===== config.mk =====
export PLATFORM = sky130hd
export DESIGN_NAME = dvp_tx_flat
export DESIGN_NICKNAME = d
export VERILOG_FILES = /design/src/rtl/dvp_tx_if.sv /design/src/rtl/dvp_tx.sv /design/src/flat_wrapper.sv
export SDC_FILE = /design/constraint.sdc
export NUM_CORES = 1
export LEC_CHECK = 0
export BUFFER_PORTS_ARGS = -buffer_cell sky130_fd_sc_hd__buf_2
export CAP_MARGIN = 20
export CORE_UTILIZATION = 50
export DETAILED_ROUTE_END_ITERATION = 12
export PLACE_DENSITY_LB_ADDON = 0.15
export SLEW_MARGIN = 20
export SYNTH_ARGS = -nofsm -noshare
export SYNTH_HDL_FRONTEND = slang
export SYNTH_SLANG_ARGS = --single-unit

===== constraint.sdc =====
create_clock -name clk -period 3.4 [get_ports clk]
set_input_delay 0.17 -clock clk [delete_from_list [all_inputs] [get_ports clk]]
set_output_delay 0.17 -clock clk [all_outputs]
set_load 0.02 [all_outputs]

===== src/rtl/dvp_tx_if.sv =====
`default_nettype none
// ============================================================================
// Module   : dvp_tx_if
// Purpose  : Bundles the control, pixel-source and DVP output signals of
//            dvp_tx.
// Ports    : enable, pattern_sel   - frame control (into the transmitter)
//            pix_req, pix_in       - external RGB565 pixel handshake
//            dvp_vsync, dvp_href,
//            dvp_data              - DVP camera bus (out of the transmitter)
//            frame_done            - end-of-frame pulse
//            modport master = transmitter side, modport slave = user side
// Revision : 1.0  initial release
// ============================================================================
interface dvp_tx_if;
  logic        enable;
  logic [1:0]  pattern_sel;
  logic        pix_req;
  logic [15:0] pix_in;
  logic        dvp_vsync;
  logic        dvp_href;
  logic [7:0]  dvp_data;
  logic        frame_done;

  modport master (
    input  enable, pattern_sel, pix_in,
    output pix_req, dvp_vsync, dvp_href, dvp_data, frame_done
  );

  modport slave (
    output enable, pattern_sel, pix_in,
    input  pix_req, dvp_vsync, dvp_href, dvp_data, frame_done
  );
endinterface
`default_nettype wire


===== src/rtl/dvp_tx.sv =====
`default_nettype none
// ============================================================================
// Module   : dvp_tx
// Purpose  : DVP sensor emulator. Generates OV5640-style frames (vsync, href,
//            RGB565 bytes high byte first, one byte per clock) from an
//            internal pattern generator or an external 16-bit pixel source.
// Ports    : clk    - byte clock
//            rst_n  - asynchronous active-low reset
//            bus    - dvp_tx_if.master (enable, pattern_sel, pix_req, pix_in,
//                     dvp_vsync, dvp_href, dvp_data, frame_done)
// Revision : 1.0  initial release
// ============================================================================
module dvp_tx #(
  parameter int H_ACTIVE    = 1280,
  parameter int V_ACTIVE    = 720,
  parameter int H_BLANK     = 256,
  parameter int VSYNC_LINES = 4,
  parameter int V_BACK      = 16,
  parameter int V_FRONT     = 4
) (
  input  logic      clk,
  input  logic      rst_n,
  dvp_tx_if.master  bus
);

  localparam int c_line_len = 2 * H_ACTIVE + H_BLANK;
  localparam int c_hw       = $clog2(c_line_len);
  localparam int c_vw       = $clog2(VSYNC_LINES + V_BACK + V_ACTIVE + V_FRONT + 1);
  localparam int c_bar_w    = H_ACTIVE / 8;
  localparam int c_bw       = (c_bar_w > 1) ? $clog2(c_bar_w) : 1;

  localparam logic [c_hw-1:0] c_h_last    = c_hw'(c_line_len - 1);
  localparam logic [c_hw-1:0] c_h_req0    = c_hw'(c_line_len - 2);
  localparam logic [c_hw-1:0] c_h_act     = c_hw'(2 * H_ACTIVE);
  localparam logic [c_hw-1:0] c_h_req_max = c_hw'(2 * H_ACTIVE - 4);
  localparam logic [c_bw-1:0] c_bar_last  = c_bw'(c_bar_w - 1);
  localparam logic [c_vw-1:0] c_vs_last   = c_vw'(VSYNC_LINES - 1);
  localparam logic [c_vw-1:0] c_vb_last   = c_vw'(V_BACK - 1);
  localparam logic [c_vw-1:0] c_va_last   = c_vw'(V_ACTIVE - 1);
  localparam logic [c_vw-1:0] c_vf_last   = c_vw'(V_FRONT - 1);

  typedef enum logic [2:0] {
    S_IDLE   = 3'd0,
    S_VSYNC  = 3'd1,
    S_VBACK  = 3'd2,
    S_ACTIVE = 3'd3,
    S_VFRONT = 3'd4
  } state_t;

  state_t            r_state, w_state_nxt;
  logic [c_hw-1:0]   r_h_cnt, w_h_nxt;
  logic [c_vw-1:0]   r_v_cnt, w_v_nxt, w_v_last;
  logic [1:0]        r_mode, w_mode_nxt;
  logic [2:0]        r_bar, w_bar_nxt;
  logic [c_bw-1:0]   r_bar_cnt, w_bar_cnt_nxt;
  logic [7:0]        r_pix_lo, w_pix_lo_nxt;
  logic [c_hw-1:0]   w_x;
  logic [15:0]       w_bar_pix, w_pixel;
  logic              w_href_nxt, w_req_nxt, w_done_nxt, w_vsync_nxt;
  logic [7:0]        w_data_nxt;
  logic              r_vsync, r_href, r_pix_req, r_frame_done;
  logic [7:0]        r_data;

  // Frame/line sequencing
  always_comb begin
    w_state_nxt = r_state;
    w_h_nxt     = r_h_cnt;
    w_v_nxt     = r_v_cnt;
    w_mode_nxt  = r_mode;
    w_v_last    = '0;
    case (r_state)
      S_VSYNC:  w_v_last = c_vs_last;
      S_VBACK:  w_v_last = c_vb_last;
      S_ACTIVE: w_v_last = c_va_last;
      S_VFRONT: w_v_last = c_vf_last;
      default:  w_v_last = '0;
    endcase

    if (r_state == S_IDLE) begin
      w_h_nxt = '0;
      w_v_nxt = '0;
      if (bus.enable) begin
        w_state_nxt = S_VSYNC;
        w_mode_nxt  = bus.pattern_sel;
      end
    end else if (r_h_cnt == c_h_last) begin
      w_h_nxt = '0;
      if (r_v_cnt == w_v_last) begin
        w_v_nxt = '0;
        case (r_state)
          S_VSYNC:  w_state_nxt = S_VBACK;
          S_VBACK:  w_state_nxt = S_ACTIVE;
          S_ACTIVE: w_state_nxt = S_VFRONT;
          S_VFRONT: begin
            // enable is only honoured here, so a drop mid-frame finishes the frame
            if (bus.enable) begin
              w_state_nxt = S_VSYNC;
              w_mode_nxt  = bus.pattern_sel;
            end else begin
              w_state_nxt = S_IDLE;
            end
          end
          default:  w_state_nxt = S_IDLE;
        endcase
      end else begin
        w_v_nxt = r_v_cnt + 1'b1;
      end
    end else begin
      w_h_nxt = r_h_cnt + 1'b1;
    end
  end

  // Pixel generation. Everything below looks at the *next* counter values so
  // the registered outputs line up with the state they describe.
  always_comb begin
    w_bar_nxt     = r_bar;
    w_bar_cnt_nxt = r_bar_cnt;
    // Bar index as a wrap counter stepped on each new pixel: no divider
    if (w_h_nxt == '0) begin
      w_bar_nxt     = '0;
      w_bar_cnt_nxt = '0;
    end else if (!w_h_nxt[0] && (w_h_nxt < c_h_act)) begin
      if (r_bar_cnt == c_bar_last) begin
        w_bar_cnt_nxt = '0;
        w_bar_nxt     = r_bar + 1'b1;
      end else begin
        w_bar_cnt_nxt = r_bar_cnt + 1'b1;
      end
    end

    case (w_bar_nxt)
      3'd0:    w_bar_pix = 16'hFFFF;
      3'd1:    w_bar_pix = 16'hFFE0;
      3'd2:    w_bar_pix = 16'h07FF;
      3'd3:    w_bar_pix = 16'h07E0;
      3'd4:    w_bar_pix = 16'hF81F;
      3'd5:    w_bar_pix = 16'hF800;
      3'd6:    w_bar_pix = 16'h001F;
      default: w_bar_pix = 16'h0000;
    endcase

    w_x = w_h_nxt >> 1;
    case (r_mode)
      2'd0:    w_pixel = bus.pix_in;
      2'd1:    w_pixel = w_bar_pix;
      2'd2:    w_pixel = 16'(w_x);
      default: w_pixel = 16'hFFFF;
    endcase

    w_href_nxt   = (w_state_nxt == S_ACTIVE) && (w_h_nxt < c_h_act);
    w_data_nxt   = '0;
    w_pix_lo_nxt = r_pix_lo;
    if (w_href_nxt) begin
      if (!w_h_nxt[0]) begin
        w_data_nxt   = w_pixel[15:8];
        w_pix_lo_nxt = w_pixel[7:0];
      end else begin
        w_data_nxt   = r_pix_lo;
      end
    end

    // Request two clocks ahead of each high byte; pixel 0 of a line is
    // requested at the tail of the preceding line (last VBACK line or a
    // non-final ACTIVE line).
    w_req_nxt = (r_mode == 2'd0) && (
                  ((w_state_nxt == S_ACTIVE) && !w_h_nxt[0] && (w_h_nxt <= c_h_req_max)) ||
                  ((w_h_nxt == c_h_req0) &&
                   (((w_state_nxt == S_VBACK)  && (w_v_nxt == c_vb_last)) ||
                    ((w_state_nxt == S_ACTIVE) && (w_v_nxt != c_va_last)))));

    w_done_nxt  = (w_state_nxt == S_VFRONT) && (w_v_nxt == c_vf_last) && (w_h_nxt == c_h_last);
    w_vsync_nxt = (w_state_nxt == S_VSYNC);
  end

  always_ff @(posedge clk or negedge rst_n) begin
    if (!rst_n) begin
      r_state      <= S_IDLE;
      r_h_cnt      <= '0;
      r_v_cnt      <= '0;
      r_mode       <= '0;
      r_bar        <= '0;
      r_bar_cnt    <= '0;
      r_pix_lo     <= '0;
      r_vsync      <= 1'b0;
      r_href       <= 1'b0;
      r_data       <= '0;
      r_pix_req    <= 1'b0;
      r_frame_done <= 1'b0;
    end else begin
      r_state      <= w_state_nxt;
      r_h_cnt      <= w_h_nxt;
      r_v_cnt      <= w_v_nxt;
      r_mode       <= w_mode_nxt;
      r_bar        <= w_bar_nxt;
      r_bar_cnt    <= w_bar_cnt_nxt;
      r_pix_lo     <= w_pix_lo_nxt;
      r_vsync      <= w_vsync_nxt;
      r_href       <= w_href_nxt;
      r_data       <= w_data_nxt;
      r_pix_req    <= w_req_nxt;
      r_frame_done <= w_done_nxt;
    end
  end

  assign bus.dvp_vsync  = r_vsync;
  assign bus.dvp_href   = r_href;
  assign bus.dvp_data   = r_data;
  assign bus.pix_req    = r_pix_req;
  assign bus.frame_done = r_frame_done;

endmodule
`default_nettype wire


===== src/flat_wrapper.sv =====
// flat-port wrapper written by rule: the top's interface ports become plain ports
module dvp_tx_flat 
#(
  parameter int H_ACTIVE    = 1280,
  parameter int V_ACTIVE    = 720,
  parameter int H_BLANK     = 256,
  parameter int VSYNC_LINES = 4,
  parameter int V_BACK      = 16,
  parameter int V_FRONT     = 4
)
  (clk, rst_n, bus_enable, bus_pattern_sel, bus_pix_in, bus_pix_req, bus_dvp_vsync, bus_dvp_href, bus_dvp_data, bus_frame_done);
  dvp_tx_if bus_i ();
  input  logic clk;
  input  logic rst_n;
  input wire logic [$bits(bus_i.enable)-1:0] bus_enable;
  input wire logic [$bits(bus_i.pattern_sel)-1:0] bus_pattern_sel;
  input wire logic [$bits(bus_i.pix_in)-1:0] bus_pix_in;
  output wire logic [$bits(bus_i.pix_req)-1:0] bus_pix_req;
  output wire logic [$bits(bus_i.dvp_vsync)-1:0] bus_dvp_vsync;
  output wire logic [$bits(bus_i.dvp_href)-1:0] bus_dvp_href;
  output wire logic [$bits(bus_i.dvp_data)-1:0] bus_dvp_data;
  output wire logic [$bits(bus_i.frame_done)-1:0] bus_frame_done;
  assign bus_i.enable = bus_enable;
  assign bus_i.pattern_sel = bus_pattern_sel;
  assign bus_i.pix_in = bus_pix_in;
  assign bus_pix_req = bus_i.pix_req;
  assign bus_dvp_vsync = bus_i.dvp_vsync;
  assign bus_dvp_href = bus_i.dvp_href;
  assign bus_dvp_data = bus_i.dvp_data;
  assign bus_frame_done = bus_i.frame_done;
  dvp_tx #(.H_ACTIVE(H_ACTIVE), .V_ACTIVE(V_ACTIVE), .H_BLANK(H_BLANK), .VSYNC_LINES(VSYNC_LINES), .V_BACK(V_BACK), .V_FRONT(V_FRONT)) u_core (.clk(clk), .rst_n(rst_n), .bus(bus_i));
endmodule

# [Word level (Yosys, flattened, before mapping)]
# Index checks and enable logic that the tools add are counted.
[classes] mux=27 addsub=4 reduce_logical=24 n_eq_ne=24 bitwise=1 order_cmp=2
[ops] cell="one-hot mux 16 bit (7 select lines)" count=1
[ops] cell="one-hot mux 16 bit (3 select lines)" count=1
[ops] cell="two-way mux 8 bit" count=5
[ops] cell="equality test 12 bit, second input constant" count=3
[ops] cell="two-way mux 10 bit" count=3
[ops] cell="one-hot mux 10 bit (3 select lines)" count=1
[ops] cell="two-way mux 12 bit" count=2
[ops] cell="two-way mux 3 bit" count=7
[ops] cell="equality test 3 x 2 -> 1 bit, second input constant" count=6
[ops] cell="equality test 3 bit, second input constant" count=5
[ops] cell="adder 12 x 1 -> 12 bit, second input constant" count=1
[ops] cell="<= comparator 12 bit, second input constant" count=1
[ops] cell="logical NOT 12 bit" count=1
[ops] cell="less-than comparator 12 bit, second input constant" count=1
[ops] cell="one-hot mux 3 bit (4 select lines)" count=1
[ops] cell="adder 10 x 1 -> 10 bit, second input constant" count=1
[ops] cell="equality test 10 bit" count=1
[ops] cell="equality test 10 x 2 -> 1 bit, second input constant" count=1
[ops] cell="equality test 10 x 4 -> 1 bit, second input constant" count=1
[ops] cell="logical AND 1 bit" count=10
[ops] cell="two-way mux 2 bit" count=5
[ops] cell="!= test 10 bit, second input constant" count=1
[ops] cell="equality test 3 x 1 -> 1 bit, second input constant" count=3
[ops] cell="adder 8 x 1 -> 8 bit, second input constant" count=1
[ops] cell="other kinds (14)" count=19
[word_totals] output_inout_bits=12 input_bits=21 regBits=58

# [Logic depth before layout (Yosys ltp)]
# Gate-level depths: netlist of run 1.
[logic_depth] word_depth=13 ltp_mapped=11

# [Worst setup path before layout of run 1]
# Ideal clock, no wire load.
[synth_path] path_type="register -> register" startpoint="register u_core.r_h_cnt[1]" endpoint="register u_core.r_pix_lo[4]" t_arrival_ns=2.685 n_path_buf=1 setup_time_ns=0.128 period_less_slack_ns=2.813 setup_slack_ns=0.587 stages_incl_launch_ff=10 cell_sequence="dfrtp_1 -> ha_1 -> nand4_4 -> o311a_4 -> a2111oi_4 -> o22ai_2 -> or3_1 -> buf_6 -> a2111oi_4 -> nor3_1"
[synth_via] elab_chain_len=10 elab_cells_between_ends=25 classes_between="1 x add/sub; 1 x order compare; 8 x eq/ne; 8 x mux; 1 x bitwise; 6 x reduce/logical"
[synth_rtl] element="start, declared" line="dvp_tx.sv:51" source="logic [c_hw-1:0] r_h_cnt, w_h_nxt;"
[synth_rtl] element="start signal, assigned" line="dvp_tx.sv:191" source="r_h_cnt <= w_h_nxt;"
[synth_rtl] element="adder 12 x 1 -> 12 bit / equality test 12 bit (equally long branches)" line="dvp_tx.sv:109, dvp_tx.sv:86"
[synth_rtl] element="two-way mux 12 bit" line="dvp_tx.sv:86" source="end else if (r_h_cnt == c_h_last) begin"
[synth_rtl] element="two-way mux 12 bit" line="dvp_tx.sv:79" source="if (r_state == S_IDLE) begin"
[synth_rtl] element="less-than comparator 12 bit / logical NOT 1 bit (equally long branches)" line="dvp_tx.sv:122, dvp_tx.sv:150"
[synth_rtl] element="logical AND 1 bit" line="dvp_tx.sv:122" source="end else if (!w_h_nxt[0] && (w_h_nxt < c_h_act)) begin"
[synth_rtl] element="two-way mux 3 bit" line="dvp_tx.sv:122"
[synth_rtl] element="two-way mux 3 bit" line="dvp_tx.sv:119" source="if (w_h_nxt == '0) begin"
[synth_rtl] element="equality test 3 bit (tied with other cells)" line="dvp_tx.sv:131" source="case (w_bar_nxt)"
[synth_rtl] element="one-hot mux 16 bit (7 select lines)" line="dvp_tx.sv:131"
[synth_rtl] element="one-hot mux 16 bit (3 select lines)" line="dvp_tx.sv:143" source="case (r_mode)"
[synth_rtl] element="end signal, assigned" line="dvp_tx.sv:196" source="r_pix_lo <= w_pix_lo_nxt;"
[synth_rtl] element="end, declared" line="dvp_tx.sv:56" source="logic [7:0] r_pix_lo, w_pix_lo_nxt;"
# Several ways; a longest one is shown, not always the timed one.
# A chain may end at the register's enable or synchronous reset.

# [Worst setup path in the final report of run 1]
[layout_path] startpoint="register u_core.r_h_cnt[1]" endpoint="register u_core.r_frame_done (netlist: u_core.bus.frame_done)"
[layout_via] elab_cells_between_ends=13 classes_between="1 x add/sub; 4 x eq/ne; 6 x mux; 2 x reduce/logical"
[layout_lines] element="adder 12 x 1 -> 12 bit / equality test 12 bit (equally long branches)" line="dvp_tx.sv:109, dvp_tx.sv:86"
[layout_lines] element="two-way mux 12 bit (*)" line="dvp_tx.sv:86"
[layout_lines] element="two-way mux 12 bit (*)" line="dvp_tx.sv:79"
[layout_lines] element="net u_core.w_h_nxt[6]" line="dvp_tx.sv:51"
[layout_lines] element="equality test 12 bit (*)" line="dvp_tx.sv:171" source="w_done_nxt = (w_state_nxt == S_VFRONT) && (w_v_nxt == c_vf_last) && (w_h_nxt == c_h_last);"
[layout_lines] element="logical AND 1 bit (*)" line="dvp_tx.sv:171"
[layout_lines] element="net u_core.w_done_nxt" line="dvp_tx.sv:59" source="logic w_href_nxt, w_req_nxt, w_done_nxt, w_vsync_nxt;"
[layout_lines] element="end signal, assigned" line="dvp_tx.sv:201" source="r_frame_done <= w_done_nxt;"
[layout_lines] element="end, declared" line="dvp_tx.sv:61" source="logic r_vsync, r_href, r_pix_req, r_frame_done;"
# Mark *: on every way through the listed nets, which the timed path passes. The rest lies on a longest branch.

==> impl_results.md, run 1 <==
* Status: completed
* Yosys warning count at 0
* Final Util at roughly three fifths
* CTS Buffer Depth at 2
* Initial drt markers at 270
* CP max FO at 7
* Post-synthesis cell area at 3500 um^2
* Register area share after synthesis at roughly two fifths
* Worst-Margin Slew at between 0.8 and 0.9 ns
* Post-synthesis average cell area at 9.11 um^2
* Arrival time at the worst endpoint at about 3.5 ns
* Post-Syn Nets at 409
* CP top delay family: simple AND/OR/NAND/NOR gates
* R2r worst-path depth at 9
* Most instantiated cells after synthesis: dfrtp_1, nor2_1, nand2_1, o21ai_0, a21oi_1
* Die Wd at 85.6 um
* F_max at just over 300 MHz
* Max-cap violation count at 0
* Reg2reg start: u_core.r_h_cnt[1]
* Drt drc at 0
* CP max stage delay at ~0.54 ns
* Crit. End Element: flip-flop
* Antenna violations before repair at 0
* Final setup vio count at 0
* Tot Pwr at 1.45 mW
* Worst hold path class: in -> reg
* GPL Wtd Cong at 0.909
* Share of flip-flops with an asynchronous set or reset at 100%
* Peak supply drop at 0.198 mV
* Number of synthesized flops with an enable pin at 0
* Port Buffer Count at 32
* First-pass GRT wire length at 14500 um
* Synthesized netlist cell count at 384
* DIE HEIGHT at 85.6 um
* Pwr dens at 364 nW/um^2
* RSZ-0062 raised after global routing: no
* Top_reg_cell synth: dfrtp_1
* Nature of the critical path startpoint: flip-flop
* DP HPWL at a little over 6000 um
* Final Hold Violating Endpoints at 0
* N_diodes at 0
* Clock buffer count from CTS at 9
* Min-delay src: bus_pix_in[15]
* Post-Place Worst Slack at 0.258 ns
* GRT overflow at 0
* CTS tree: built
* Vias at 3056
* TritonRoute pass-1 iters at 5
* WS Path Type: reg -> reg
* #FFs+latches synth at 58
* Routed len/inst at 16.8 um
* R2r setup slk at 0.16 ns
* Total track usage at 25.9%
* Via-to-Cell Ratio at 5.92
* Post-synth cell types at 61
* Count of pins over their slew limit at 0
* Largest cells by area after synthesis: dfrtp_1, nor2_1, nand2_1, xnor2_1, o21ai_0
* Minimum clock period at 3.24 ns
* Clk sinks at 58
* Vias in the first global route at 2868
* WHS Endpoint: u_core.bus.dvp_data[7]
* Die Footprint at ~7300 um^2
* Top-count cell post-synth: dfrtp_1
* Area growth syn-to-layout at 13.4%
* Req. time, crit path at 3.62 ns
* Leak pwr at 1.72 nW
* Num ports at 33
* Hold path depth at 3
* Cell accounting for the most synthesized area: dfrtp_1
* # rows at 30
* Hold Slack at 0.0517 ns
* Period utilization at 95.3%
* Largest net degree at the start of global routing at 31
* Worst Slack Setup Final at 0.159 ns
* R2R Path End: u_core.bus.frame_done
* # Post-CTS Setup Buffers at 0
* NumNets Final at 440
* H-tree Lvls at 3
* Starting Density at around half
* Core area at approximately 6800 um^2
* Crit path cell chain: ha_1, and4_1, nand2_1, xor2_1, nor2_1, nor4b_1, nand3_1, or4_1, nor4_1
* Routed Antenna Nets at 0
* Final TNS setup at 0 ns
* Slew HR at 45.8%
* Worst path bufs/invs at 0
* Clk slew on worst S/H paths at 0.07 ns
* Critical-path top delay cell: or4_1
* Layout cells sized above 1 at approximately 18%
* CTS root buffer: clkbuf_8
* Post-Route Skew at 0.00952 ns
* Routed WL at 8650 um
* Yosys top cell area share at 41.5%
* Worst-skew pair later-pin latency at 0.35 ns
-- metrics by stage --
stage / instance area (um^2) / std cells
after floorplan: 3500 / 384
after global placement: 3740 / 499
after detailed placement: 3740 / 499
after CTS: 3970 / 516
after global routing: 3970 / 516
final: 3970 / 516
-- worst max-delay path by stage --
stage / startpoint / endpoint / slack, ns / cells after the start
2_1_floorplan: u_core.r_h_cnt[1] / u_core.r_pix_lo[4] / 0.59 / 9
3_3_place_gp: u_core.r_h_cnt[1] / u_core.bus.frame_done / 0.35 / 9
3_5_place_dp: u_core.r_h_cnt[1] / u_core.bus.frame_done / 0.26 / 9
4_1_cts: u_core.r_h_cnt[1] / u_core.bus.frame_done / 0.24 / 9
5_1_grt: u_core.r_h_cnt[1] / u_core.r_pix_lo[3] / 0.01 / 9
6_report: u_core.r_h_cnt[1] / u_core.bus.frame_done / 0.16 / 9
-- registers in the layout, indices dropped and copies added (netlist names) --
signal and flops:
u_core.r_h_cnt 12, u_core.r_v_cnt 10, u_core.bus.dvp_data 8, u_core.r_bar_cnt 8
u_core.r_pix_lo 8, u_core.r_bar 3, u_core.r_state 3, u_core.r_mode 2
u_core.bus.dvp_href 1, u_core.bus.dvp_vsync 1, u_core.bus.frame_done 1, u_core.bus.pix_req 1
-- cell usage in the layout, fill, tap and decap left out, types with 3 or more instances in the layout --
cell type,instances
a2111oi_4,3
a211oi_1,7
a21oi_1,17
a31oi_1,6
and2_1,7
and3_1,7
and4_1,3
buf_2,32
buf_4,8
clkbuf_8,10
dfrtp_1,58
ha_1,4
inv_1,9
mux2_2,3
mux2i_1,5
nand2_1,35
nand3_1,14
nand4_1,16
nor2_1,45
nor2b_1,6
nor3_1,14
nor3b_1,3
nor4_1,7
o211ai_1,4
o21ai_0,21
or3_1,5
xnor2_1,13
xor2_1,12
-- where the power goes --
part / switching [mW] / internal (mW)
clock network: 0.288 / 0.430
logic: 0.0215 / 0.0140
registers: 0.000709 / 0.691
total: 0.310 / 1.14
-- per-layer routing --
layer | up-vias | share of wire [%] | wire length, um | global-route usage [%]
met5 | - | 0 | 0 | 0
met4 | 0 | 2.5 | 220 | 9.85
met3 | 24 | 5.7 | 494 | 6.16
met2 | 111 | 47 | 4080 | 41.5
met1 | 1459 | 45 | 3850 | 34.3
li1 | 1462 | - | - | -
-- cells by family after synthesis --
| group | after synthesis | share of synthesized area (%) |
|---|---|---|
| AOI/OAI and AO/OA | 79 | 17.0 |
| xor gates and xnor gates | 25 | 6.26 |
| adders and majority gates | 4 | 1.43 |
| buffers and inverters | 30 | 4.04 |
| DFF | 58 | 41.5 |
| muxes | 8 | 2.40 |
| and+or+nand+nor | 180 | 27.4 |
-- worst register-to-register path, delay by kind of cell (launching register included) --
family / cells / cell delay [ns]
and+or+nand+nor: 7 / 2.21
DFF: 1 / 0.41
xor gates and xnor gates: 1 / 0.15
adders and majority gates: 1 / 0.35
-- area by class of cell --
type / count / area (um^2)
Fill cell: 605 / 2830
Multi-Input combinational cell: 296 / 1910
Sequential cell: 58 / 1450
Timing Repair Buffer: 41 / 230
Clock buffer: 11 / 141
Tap cell: 96 / 120
Clock inverter: 5 / 77.6
Inverter: 9 / 33.8
-- what timing repair did --
| item | in CTS | in global routing |
|---|---|---|
| hold buffers | 1 | 0 |
| resized for setup | 0 | 0 |
| endpoints found under the hold margin | 28 | 0 |
(Power assumes the default switching activity.)
==> inputs of run 2 (changes only) <==
==> constraint.sdc (replaced) <==
create_clock -name clk -period 3.02 [get_ports clk]
set_input_delay 0.151 -clock clk [delete_from_list [all_inputs] [get_ports clk]]
set_output_delay 0.151 -clock clk [all_outputs]
set_load 0.02 [all_outputs]
==> run 2 against run 1 <==
Effect of this change: non-clock buffer count rose by 17; cell area increased by 4.1%; hold slack got worse by 0.032 ns; wire length down 0.21%.
==> impl_results.md, run 2 (synthesis results as in run 1) <==
* Worst path bufs/invs at 0 (unchanged)
* Leak pwr at 1.81 nW (was 1.72 nW)
* CP top delay family: simple AND/OR/NAND/NOR gates (unchanged)
* DIE HEIGHT at 85.6 um (unchanged)
* Starting Density at 51.5% (unchanged)
* First-pass GRT wire length at 14300 um (was 14500 um)
* Clk sinks at 58 (unchanged)
* Area after DPL at 3860 um^2 (was 3740 um^2)
* CP max stage delay at 0.58 ns (was 0.54 ns)
* Commonest cells after routing, fill and taps aside: dfrtp_1, nor2_1, nand2_1 (unchanged)
* Die Wd at 85.6 um (unchanged)
* Final Util at 60.8% (was 58.4%)
* NumNets Final at 457 (was 440)
* Post-Route Skew at 0.0108 ns (was 0.00952 ns)
* Peak supply drop at 0.252 mV (was 0.198 mV)
* Final Cell Area at 4130 um^2 (was 3970 um^2)
* Via-to-Cell Ratio at 5.79 (was 5.92)
* Area growth syn-to-layout at 18.1% (was 13.4%)
* Slew HR at 43.8% (was 45.8%)
* Vias at 3088 (was 3056)
* Critical-path top delay cell: or4_1 (unchanged)
* CP max FO at 6 (was 7)
* GRT overflow at 0 (unchanged)
* F_max at 349 MHz (was 309 MHz)
* Vias in the first global route at 2920 (was 2868)
* Die Footprint at 7340 um^2 (unchanged)
* Routed len/inst at 16.2 um (was 16.8 um)
* Top flop regs: u_core.r_h_cnt: 12 flops, u_core.r_v_cnt: 10 flops (unchanged)
* Final Hold Violating Endpoints at 0 (unchanged)
* Core area at 6790 um^2 (unchanged)
* Worst-Margin Slew at 0.842 ns (was 0.813 ns)
* Worst Slack Setup Final at 0.153 ns (was 0.159 ns)
* Req. time, crit path at 3.27 ns (was 3.62 ns)
* Routed Antenna Nets at 0 (unchanged)
* H-tree Lvls at 3 (unchanged)
* DP HPWL at 6430 um (was 6220 um)
* N_diodes at 0 (unchanged)
* # Post-CTS Setup Buffers at 0 (unchanged)
* Crit path cell chain: ha_1, and4_2, a31oi_2, nand2_1, nor4b_1, nand3_1, or4_1, o31ai_1 (was ha_1, and4_1, nand2_1, xor2_1, nor2_1, nor4b_1, nand3_1, or4_1, nor4_1)
* Commonest non-fill, non-tap cell in the layout: dfrtp_1 (unchanged)
* Arrival time at the worst endpoint at 3.12 ns (was 3.46 ns)
* Clock buffer count from CTS at 9 (unchanged)
* Clk slew on worst S/H paths at 0.07 ns (about the same)
* Antenna violations before repair at 0 (unchanged)
* CTS Buffer Depth at 2 (unchanged)
* CTS tree: built (unchanged)
* Worst hold path class: in -> reg (unchanged)
* Routed WL at 8630 um (was 8650 um)
* Top reg by flops: u_core.r_h_cnt (unchanged)
* Period utilization at 94.9% (was 95.3%)
* WS Path Type: reg -> reg (unchanged)
* Worst-skew pair later-pin latency at 0.36 ns (was 0.35 ns)
* GPL Wtd Cong at 0.902 (was 0.909)
* Count of pins over their slew limit at 0 (unchanged)
* Port Buffer Count at 32 (unchanged)
* Minimum clock period at 2.87 ns (was 3.24 ns)
* Num ports at 33 (unchanged)
* RSZ-0062 raised after global routing: yes (was no)
* Drt drc at 0 (unchanged)
* Largest net degree at the start of global routing at 37 (was 31)
* Largest register FFs at 12 (unchanged)
* Post-Place Worst Slack at 0.0585 ns (was 0.258 ns)
* # rows at 30 (unchanged)
* Nature of the critical path startpoint: flip-flop (unchanged)
* Crit. End Element: flip-flop (unchanged)
* Pwr dens at 393 nW/um^2 (was 364 nW/um^2)
* Initial drt markers at 257 (was 270)
* CTS root buffer: clkbuf_8 (unchanged)
* Final setup vio count at 0 (unchanged)
* Total track usage at 25.4% (was 25.9%)
* FILL cells at 582 (was 605)
* Max-cap violation count at 0 (unchanged)
* Layout cells sized above 1 at 22.7% (was 17.6%)
* TritonRoute pass-1 iters at 5 (unchanged)
* Status: completed (unchanged)
==> run 2: timing repair <==
item,CTS,global route
gates resized for setup,0,8
endpoints found under the setup margin,0,13
endpoints found under the hold margin,34,0
hold buffers,1,0
==> run 2: per-stage QoR <==
step                      power, mW  TNS, ns  std cells  hold WS, ns
after floorplan               0.803        0        384       -0.145
after global placement        0.835        0        516        0.286
after detailed placement      0.836        0        516        0.295
after CTS                      1.63        0        533       0.0175
after global routing           1.68  -0.0209        533       0.0287
final                          1.62        0        533       0.0199
==> run 2: cell type report <==
cell class,count,area [um^2],share of cell area [%]
multi-input cells,296,1950,47.2
flip-flops and latches,58,1450,35.1
repair buffers,58,358,8.66
clock buffers,11,141,3.42
well taps,96,120,2.91
clock inverters,5,77.6,1.88
inverters,9,33.8,0.818
==> run 2: metal layers <==
metal	GRT usage (%)	wire, um	vias to the layer above
met5	0	0	-
met4	11.7	228	0
met3	4.72	420	24
met2	40.2	4000	92
met1	34.1	3990	1477
li1	-	-	1495
==> run 2: report_power, final <==
part           switching (mW)  internal (mW)
clock network           0.318          0.484
registers            0.000706          0.778
logic                  0.0252         0.0166
total                   0.343           1.28
==> run 2: worst paths after layout <==
check / startpoint / endpoint / slack (ns) / cells after the start
max: u_core.r_h_cnt[1] / u_core.bus.pix_req / 0.15 / 8
min: bus_pattern_sel[1] / u_core.r_mode[1] / 0.02 / 2
max reg2reg: u_core.r_h_cnt[1] / u_core.bus.pix_req / 0.15 / 8
min reg2reg: u_core.r_pix_lo[5] / u_core.r_pix_lo[5] / 0.52 / 2
max in group asynchronous: rst_n / u_core.r_v_cnt[3] / 1.90 / 3
min in group asynchronous: rst_n / u_core.r_h_cnt[7] / 0.43 / 2
==> run 2: worst register-to-register path, cell delays in order (launching register included) <==
cell and delay (ns):
dfrtp_1 0.43, ha_1 0.26, and4_2 0.30, a31oi_2 0.25, nand2_1 0.17, nor4b_1 0.37
nand3_1 0.17, or4_1 0.58, o31ai_1 0.25
